$ cat src/rtl/pwm_capture.sv
// pwm_capture: measures period and high time of an asynchronous PWM input in clk cycles
// Ports:
//   clk         system clock, all logic on the rising edge
//   rst_n       asynchronous active-low reset
//   enable      capture enable; low forces IDLE and clears counters and flags
//   pwm_in      asynchronous PWM input
//   period_cnt  last measured period, rising edge to rising edge
//   high_cnt    last measured high time, rising edge to falling edge
//   meas_valid  one-cycle pulse when period_cnt/high_cnt update
//   stuck_high  input held high for TIMEOUT cycles
//   stuck_low   input held low for TIMEOUT cycles
//   overflow    last reported period saturated the counter
module pwm_capture #(
  parameter int CNT_WIDTH   = 16,
  parameter int TIMEOUT     = 1000,
  parameter int SYNC_STAGES = 2
) (
  input  logic                 clk,
  input  logic                 rst_n,
  input  logic                 enable,
  input  logic                 pwm_in,
  output logic [CNT_WIDTH-1:0] period_cnt,
  output logic [CNT_WIDTH-1:0] high_cnt,
  output logic                 meas_valid,
  output logic                 stuck_high,
  output logic                 stuck_low,
  output logic                 overflow
);
  localparam logic [CNT_WIDTH-1:0] CNT_MAX  = '1;
  localparam logic [CNT_WIDTH-1:0] IDLE_MAX = CNT_WIDTH'(TIMEOUT);
  typedef enum logic [1:0] {IDLE, ARM, HIGH, LOW} state_t;
  state_t                 state;
  logic [SYNC_STAGES-1:0] sync_ff;
  logic                   prev, sync, rise, fall, sat, timeout;
  logic [CNT_WIDTH-1:0]   cnt, idle, high_lat;
  assign sync = sync_ff[SYNC_STAGES-1];
  assign rise = sync & ~prev;
  assign fall = ~sync & prev;
  // an edge in the same cycle always beats the timeout
  assign timeout = (idle == IDLE_MAX) & ~rise & ~fall;
  // both edges pass through the same chain, so measured intervals are exact
  always_ff @(posedge clk or negedge rst_n)
    if (!rst_n) begin
      sync_ff <= '0;
      prev    <= 1'b0;
    end else begin
      sync_ff <= {sync_ff[SYNC_STAGES-2:0], pwm_in};
      prev    <= sync;
    end
  // cnt restarts at 1 on every rise so it reads the interval length at the next edge;
  // sat remembers that cnt sat at its ceiling while it still had to grow
  always_ff @(posedge clk or negedge rst_n)
    if (!rst_n) begin
      cnt  <= '0;
      sat  <= 1'b0;
      idle <= '0;
    end else if (!enable) begin
      cnt  <= '0;
      sat  <= 1'b0;
      idle <= '0;
    end else begin
      cnt  <= rise ? CNT_WIDTH'(1) : (cnt == CNT_MAX) ? cnt : cnt + 1'b1;
      sat  <= rise ? 1'b0 : sat | (cnt == CNT_MAX);
      idle <= (rise | fall) ? '0 : (idle == IDLE_MAX) ? idle : idle + 1'b1;
    end
  always_ff @(posedge clk or negedge rst_n)
    if (!rst_n) begin
      state      <= IDLE;
      period_cnt <= '0;
      high_cnt   <= '0;
      high_lat   <= '0;
      meas_valid <= 1'b0;
      stuck_high <= 1'b0;
      stuck_low  <= 1'b0;
      overflow   <= 1'b0;
    end else if (!enable) begin
      state      <= IDLE;
      meas_valid <= 1'b0;
      stuck_high <= 1'b0;
      stuck_low  <= 1'b0;
    end else begin
      meas_valid <= 1'b0;
      if (rise | fall) begin
        stuck_high <= 1'b0;
        stuck_low  <= 1'b0;
      end
      if (state != IDLE && timeout) begin
        stuck_high <= sync;
        stuck_low  <= ~sync;
        state      <= ARM;
      end else begin
        case (state)
          IDLE: state <= ARM;
          ARM:  if (rise) state <= HIGH;
          HIGH: if (fall) begin
            high_lat <= cnt;
            state    <= LOW;
          end
          LOW:  if (rise) begin
            period_cnt <= cnt;
            high_cnt   <= high_lat;
            overflow   <= sat;
            meas_valid <= 1'b1;
            state      <= HIGH;
          end
        endcase
      end
    end
endmodule

$ cat config.mk
export PLATFORM = sky130hd
export DESIGN_NAME = pwm_capture
export DESIGN_NICKNAME = d
export VERILOG_FILES = /design/src/rtl/pwm_capture.sv
export SDC_FILE = /design/constraint.sdc
export NUM_CORES = 1
export LEC_CHECK = 0
export ABC_AREA = 1
export ABC_CLOCK_PERIOD_IN_PS = 2250
export CAP_MARGIN = 10
export CORE_MARGIN = 3
export CORE_UTILIZATION = 30
export DETAILED_ROUTE_END_ITERATION = 10
export GPL_ROUTABILITY_DRIVEN = 0
export PLACE_DENSITY = 0.58
export RECOVER_POWER = 100
export SYNTH_ARGS = -nofsm -noshare
export SYNTH_HDL_FRONTEND = slang
export SYNTH_SLANG_ARGS = --single-unit
export TNS_END_PERCENT = 30
$ cat constraint.sdc
create_clock -name clk -period 2.25 [get_ports clk]
set_clock_uncertainty 0.15 [all_clocks]
set_input_delay 0.3375 -clock clk [delete_from_list [all_inputs] [get_ports clk]]
set_output_delay 0.3375 -clock clk [all_outputs]
set_load 0.02 [all_outputs]
==> flow_summary.json, run 1 <==
{
  "power-per-cell-area_nw_per_um2": 652,
  "layout_stage_area_growth_over_the_synthesis_result_pct": 20.8,
  "total_vias_in_the_final_route": 3357,
  "tightest_slew_ns": 1.05,
  "number_of_flip_flops_and_latches_in_the_synthesized_netlist": 90,
  "setup-violations-final": 0,
  "placed_area_um2": 4720,
  "die_height_um": 123,
  "dieWidth_um": 123,
  "share_of_yosys_cell_area_claimed_by_the_top_area_cell_type": 0.550,
  "wl_per_cell_um": 12.1,
  "multi_input_comb_area_um2": 1540,
  "layout.cell_area.non_filler_um2": 4950,
  "fin_cells": 719,
  "antenna_violations_before_repair": 0,
  "min_delay_path_depth": 0,
  "track_usage": 0.125,
  "syn-num-nets": 501,
  "detailed_place_hpwl_um": 6450,
  "timing.setup.critical_path_class": "reg -> reg",
  "synth.cells.most_frequent": "sky130_fd_sc_hd__nand2_1, sky130_fd_sc_hd__dfrtp_1, sky130_fd_sc_hd__inv_1, sky130_fd_sc_hd__o21ai_0, sky130_fd_sc_hd__nor2_1",
  "leakagePower_nw": 2.45,
  "finalMaxSlewViolations": 0,
  "tritoncts_num_sinks": 90,
  "timing.hold.worst.class": "reg -> reg",
  "critPathRequiredTime_ns": 2.31,
  "ant_nets": 0,
  "cts_inserted_buffers": 9,
  "route.final.wire_length_um": 8680,
  "synth.avg_cell_area_um2": 8.33,
  "worst_setup_path_end_kind": "flip-flop",
  "cp_data_arrival_time_ns": 2.07,
  "initial_utilization": 0.308,
  "fin_setup_tns_ns": 0,
  "routed_via_density": 4.67,
  "first_global_vias": 3169,
  "final_net_count": 548,
  "synth_area_leader_cell": "sky130_fd_sc_hd__dfrtp_1",
  "ctsLongestPathBuffers": 2,
  "irDropWorstVdd_uv": 368,
  "clk_root_buf": "sky130_fd_sc_hd__clkbuf_16",
  "cts.clk_slew.worst_paths_ns": 0.06,
  "inst_count_dp": 703,
  "postSynthCellCount": 492,
  "synth_enable_flop_cells": 0,
  "synth_warnings": 0,
  "route.detailed.drc": 0,
  "layout_worst_path_cycle_share": 0.895,
  "grt_start_max_net_pins": 48,
  "num_rows": 42,
  "design.portCount": 40,
  "floorplan.core_area_um2": 13300,
  "async_s_r_ff_share_synth": 1.00,
  "cts_max_level": 3,
  "grt_remaining_overflow": 0,
  "dieArea_um2": 15100,
  "reg2regPathDepth": 8,
  "max_slew_margin": 0.302,
  "synthMostInstantiatedCell": "sky130_fd_sc_hd__nand2_1",
  "finalHoldViolCount": 0,
  "sequential_cell_area_um2": 2250,
  "synth.distinct_cells": 28,
  "synth_top_cells_by_area": "sky130_fd_sc_hd__dfrtp_1, sky130_fd_sc_hd__nand2_1, sky130_fd_sc_hd__o21ai_0, sky130_fd_sc_hd__inv_1, sky130_fd_sc_hd__nor2_1",
  "clk-insertion-delay-late_ns": 0.34,
  "rsz0062_at_grt": "false",
  "post-cts-setup-buffer-count": 0,
  "drv_cap": 0,
  "count_of_inserted_antenna_diode_cells": 0,
  "status": "complete, no violations",
  "synth.yosys.seq_area_share": 0.550,
  "cts-resized-gates": 0,
  "max_freq_ghz": 0.496,
  "port_buffers": 39,
  "period_needed_ns": 2.01,
  "clock_tree_from_tritoncts": "built",
  "firstDrtPassIters": 5,
  "syn_area_um2": 4100,
  "critical_path_peak_fanout": 32,
  "fraction_of_layout_instances_using_a_drive_strength_above_1": 0.0645,
  "synthFlopType": "sky130_fd_sc_hd__dfrtp_1",
  "detailedRoute.firstIterationViolations": 277,
  "grt_first_pass_wirelength_um": 15000,
  "filler_cell_count": 1377,
  "crit_path_start_kind": "flip-flop"
}
==> registers in the layout (all words and copies together), names as in the netlist <==
register / flops
stuck_high: 1
sat: 1
period_cnt: 16
cnt: 16
state: 2
prev: 1
idle: 16
stuck_low: 1
overflow: 1
high_cnt: 16
sync_ff: 2
meas_valid: 1
high_lat: 16
==> worst paths after layout <==
kind,startpoint,end,slack (ns)
setup / recovery,prev,period_cnt[8],0.24
hold / removal,sync_ff[0],sync_ff[1],0.20
setup reg to reg,prev,period_cnt[8],0.24
hold reg to reg,sync_ff[0],sync_ff[1],0.20
max in group asynchronous,rst_n,sat,0.37
min in group asynchronous,rst_n,sync_ff[0],0.56
==> layout by cell type, fill, tap and decap left out <==
| cell type | synthesis | routed |
|---|---|---|
| sky130_fd_sc_hd__a21oi_1 | 12 | 12 |
| sky130_fd_sc_hd__a2bb2oi_1 | 1 | 1 |
| sky130_fd_sc_hd__and2_1 | 2 | 2 |
| sky130_fd_sc_hd__buf_12 | 0 | 1 |
| sky130_fd_sc_hd__buf_4 | 1 | 3 |
| sky130_fd_sc_hd__clkbuf_1 | 4 | 3 |
| sky130_fd_sc_hd__clkbuf_16 | 0 | 9 |
| sky130_fd_sc_hd__clkbuf_2 | 1 | 1 |
| sky130_fd_sc_hd__clkbuf_4 | 0 | 2 |
| sky130_fd_sc_hd__clkdlybuf4s50_1 | 0 | 1 |
| sky130_fd_sc_hd__clkinv_2 | 1 | 2 |
| sky130_fd_sc_hd__clkinvlp_4 | 0 | 2 |
| sky130_fd_sc_hd__dfrtp_1 | 90 | 90 |
| sky130_fd_sc_hd__dlygate4sd3_1 | 0 | 38 |
| sky130_fd_sc_hd__ha_1 | 5 | 5 |
| sky130_fd_sc_hd__inv_1 | 52 | 52 |
| sky130_fd_sc_hd__inv_2 | 2 | 3 |
| sky130_fd_sc_hd__inv_6 | 0 | 2 |
| sky130_fd_sc_hd__nand2_1 | 147 | 147 |
| sky130_fd_sc_hd__nand2_2 | 2 | 2 |
| sky130_fd_sc_hd__nand3_1 | 28 | 30 |
| sky130_fd_sc_hd__nand3_2 | 3 | 1 |
| sky130_fd_sc_hd__nand4_1 | 15 | 15 |
| sky130_fd_sc_hd__nor2_1 | 41 | 43 |
| sky130_fd_sc_hd__nor2_2 | 3 | 1 |
| sky130_fd_sc_hd__nor2_4 | 2 | 2 |
| sky130_fd_sc_hd__nor3_1 | 10 | 10 |
| sky130_fd_sc_hd__nor3_2 | 3 | 3 |
| sky130_fd_sc_hd__nor4_1 | 2 | 2 |
| sky130_fd_sc_hd__o21ai_0 | 45 | 53 |
| sky130_fd_sc_hd__o21ai_1 | 11 | 4 |
| sky130_fd_sc_hd__or2_2 | 1 | 1 |
==> final cells by class <==
| cell class | count | share of cell area |
|---|---|---|
| tap | 176 | 0.0445 |
| clock inverter | 6 | 0.00860 |
| timing repair buffer | 49 | 0.0938 |
| inverter | 55 | 0.0417 |
| clock buffer | 9 | 0.0455 |
| multi-input combinational | 334 | 0.311 |
| sequential | 90 | 0.455 |
==> worst max-delay path, stage by stage (launching register included) <==
cell and delay (ns):
sky130_fd_sc_hd__dfrtp_1 0.38, sky130_fd_sc_hd__inv_1 0.06, sky130_fd_sc_hd__ha_1 0.30, sky130_fd_sc_hd__inv_2 0.15, sky130_fd_sc_hd__nor2_1 0.15, sky130_fd_sc_hd__nand2_2 0.17, sky130_fd_sc_hd__clkbuf_4 0.33, sky130_fd_sc_hd__nand2_1 0.11
sky130_fd_sc_hd__o21ai_0 0.07
==> stage by stage <==
| stage | power, mW | setup WS (ns) | utilization | hold slack [ns] |
|---|---|---|---|---|
| 2_1_floorplan | 1.81 | 0.646 | - | -0.108 |
| 3_3_place_gp | 1.91 | 0.214 | 0.355 | 0.0741 |
| 3_5_place_dp | 1.91 | 0.196 | 0.355 | 0.0782 |
| 4_1_cts | 3.29 | 0.272 | 0.376 | 0.200 |
| 5_1_grt | 3.38 | 0.0413 | 0.372 | 0.206 |
| 6_report | 3.23 | 0.236 | 0.372 | 0.198 |
==> report_power, final <==
group	total, mW	internal, mW	switching [mW]	leakage (nW)
clock	1.36	0.745	0.612	0.128
combinational	0.186	0.0615	0.125	1.08
sequential	1.68	1.65	0.0294	1.24
total	3.23	2.46	0.766	2.45
==> repair_timing <==
item | CTS | global route
hold endpoints to repair | 16 | 0
hold buffers | 1 | 0
setup endpoints to repair | 0 | 0
==> metal layers <==
layer	up-vias	global-route usage	wire [um]
met5	-	0	0
met4	0	0.0420	99
met3	10	0.0327	491
met2	96	0.199	3990
met1	1569	0.167	4100
li1	1682	-	-
==> kinds of logic (layout without fill, tap and decap cells) <==
family                   Yosys count  count (layout)  share of synthesized area
AND/OR/NAND/NOR                  259             259                      0.277
AO/OA/AOI/OAI                     70              70                     0.0874
flip-flops                        90              90                      0.550
adder cells (fa/ha/maj)            5               5                     0.0153
buffers and inverters             68             119                     0.0706
Note: power is estimated with default switching activity, not from simulation.
==> run 2, diff against run 1 <==
--- a/config.mk
+++ b/config.mk
@@ -14,6 +14,7 @@
 export GPL_ROUTABILITY_DRIVEN = 0
 export PLACE_DENSITY = 0.58
 export RECOVER_POWER = 100
+export SLEW_MARGIN = 10
 export SYNTH_ARGS = -nofsm -noshare
 export SYNTH_HDL_FRONTEND = slang
 export SYNTH_SLANG_ARGS = --single-unit
==> results of run 2 <==
Final layout, timing and power as in run 1 (identical DEF).
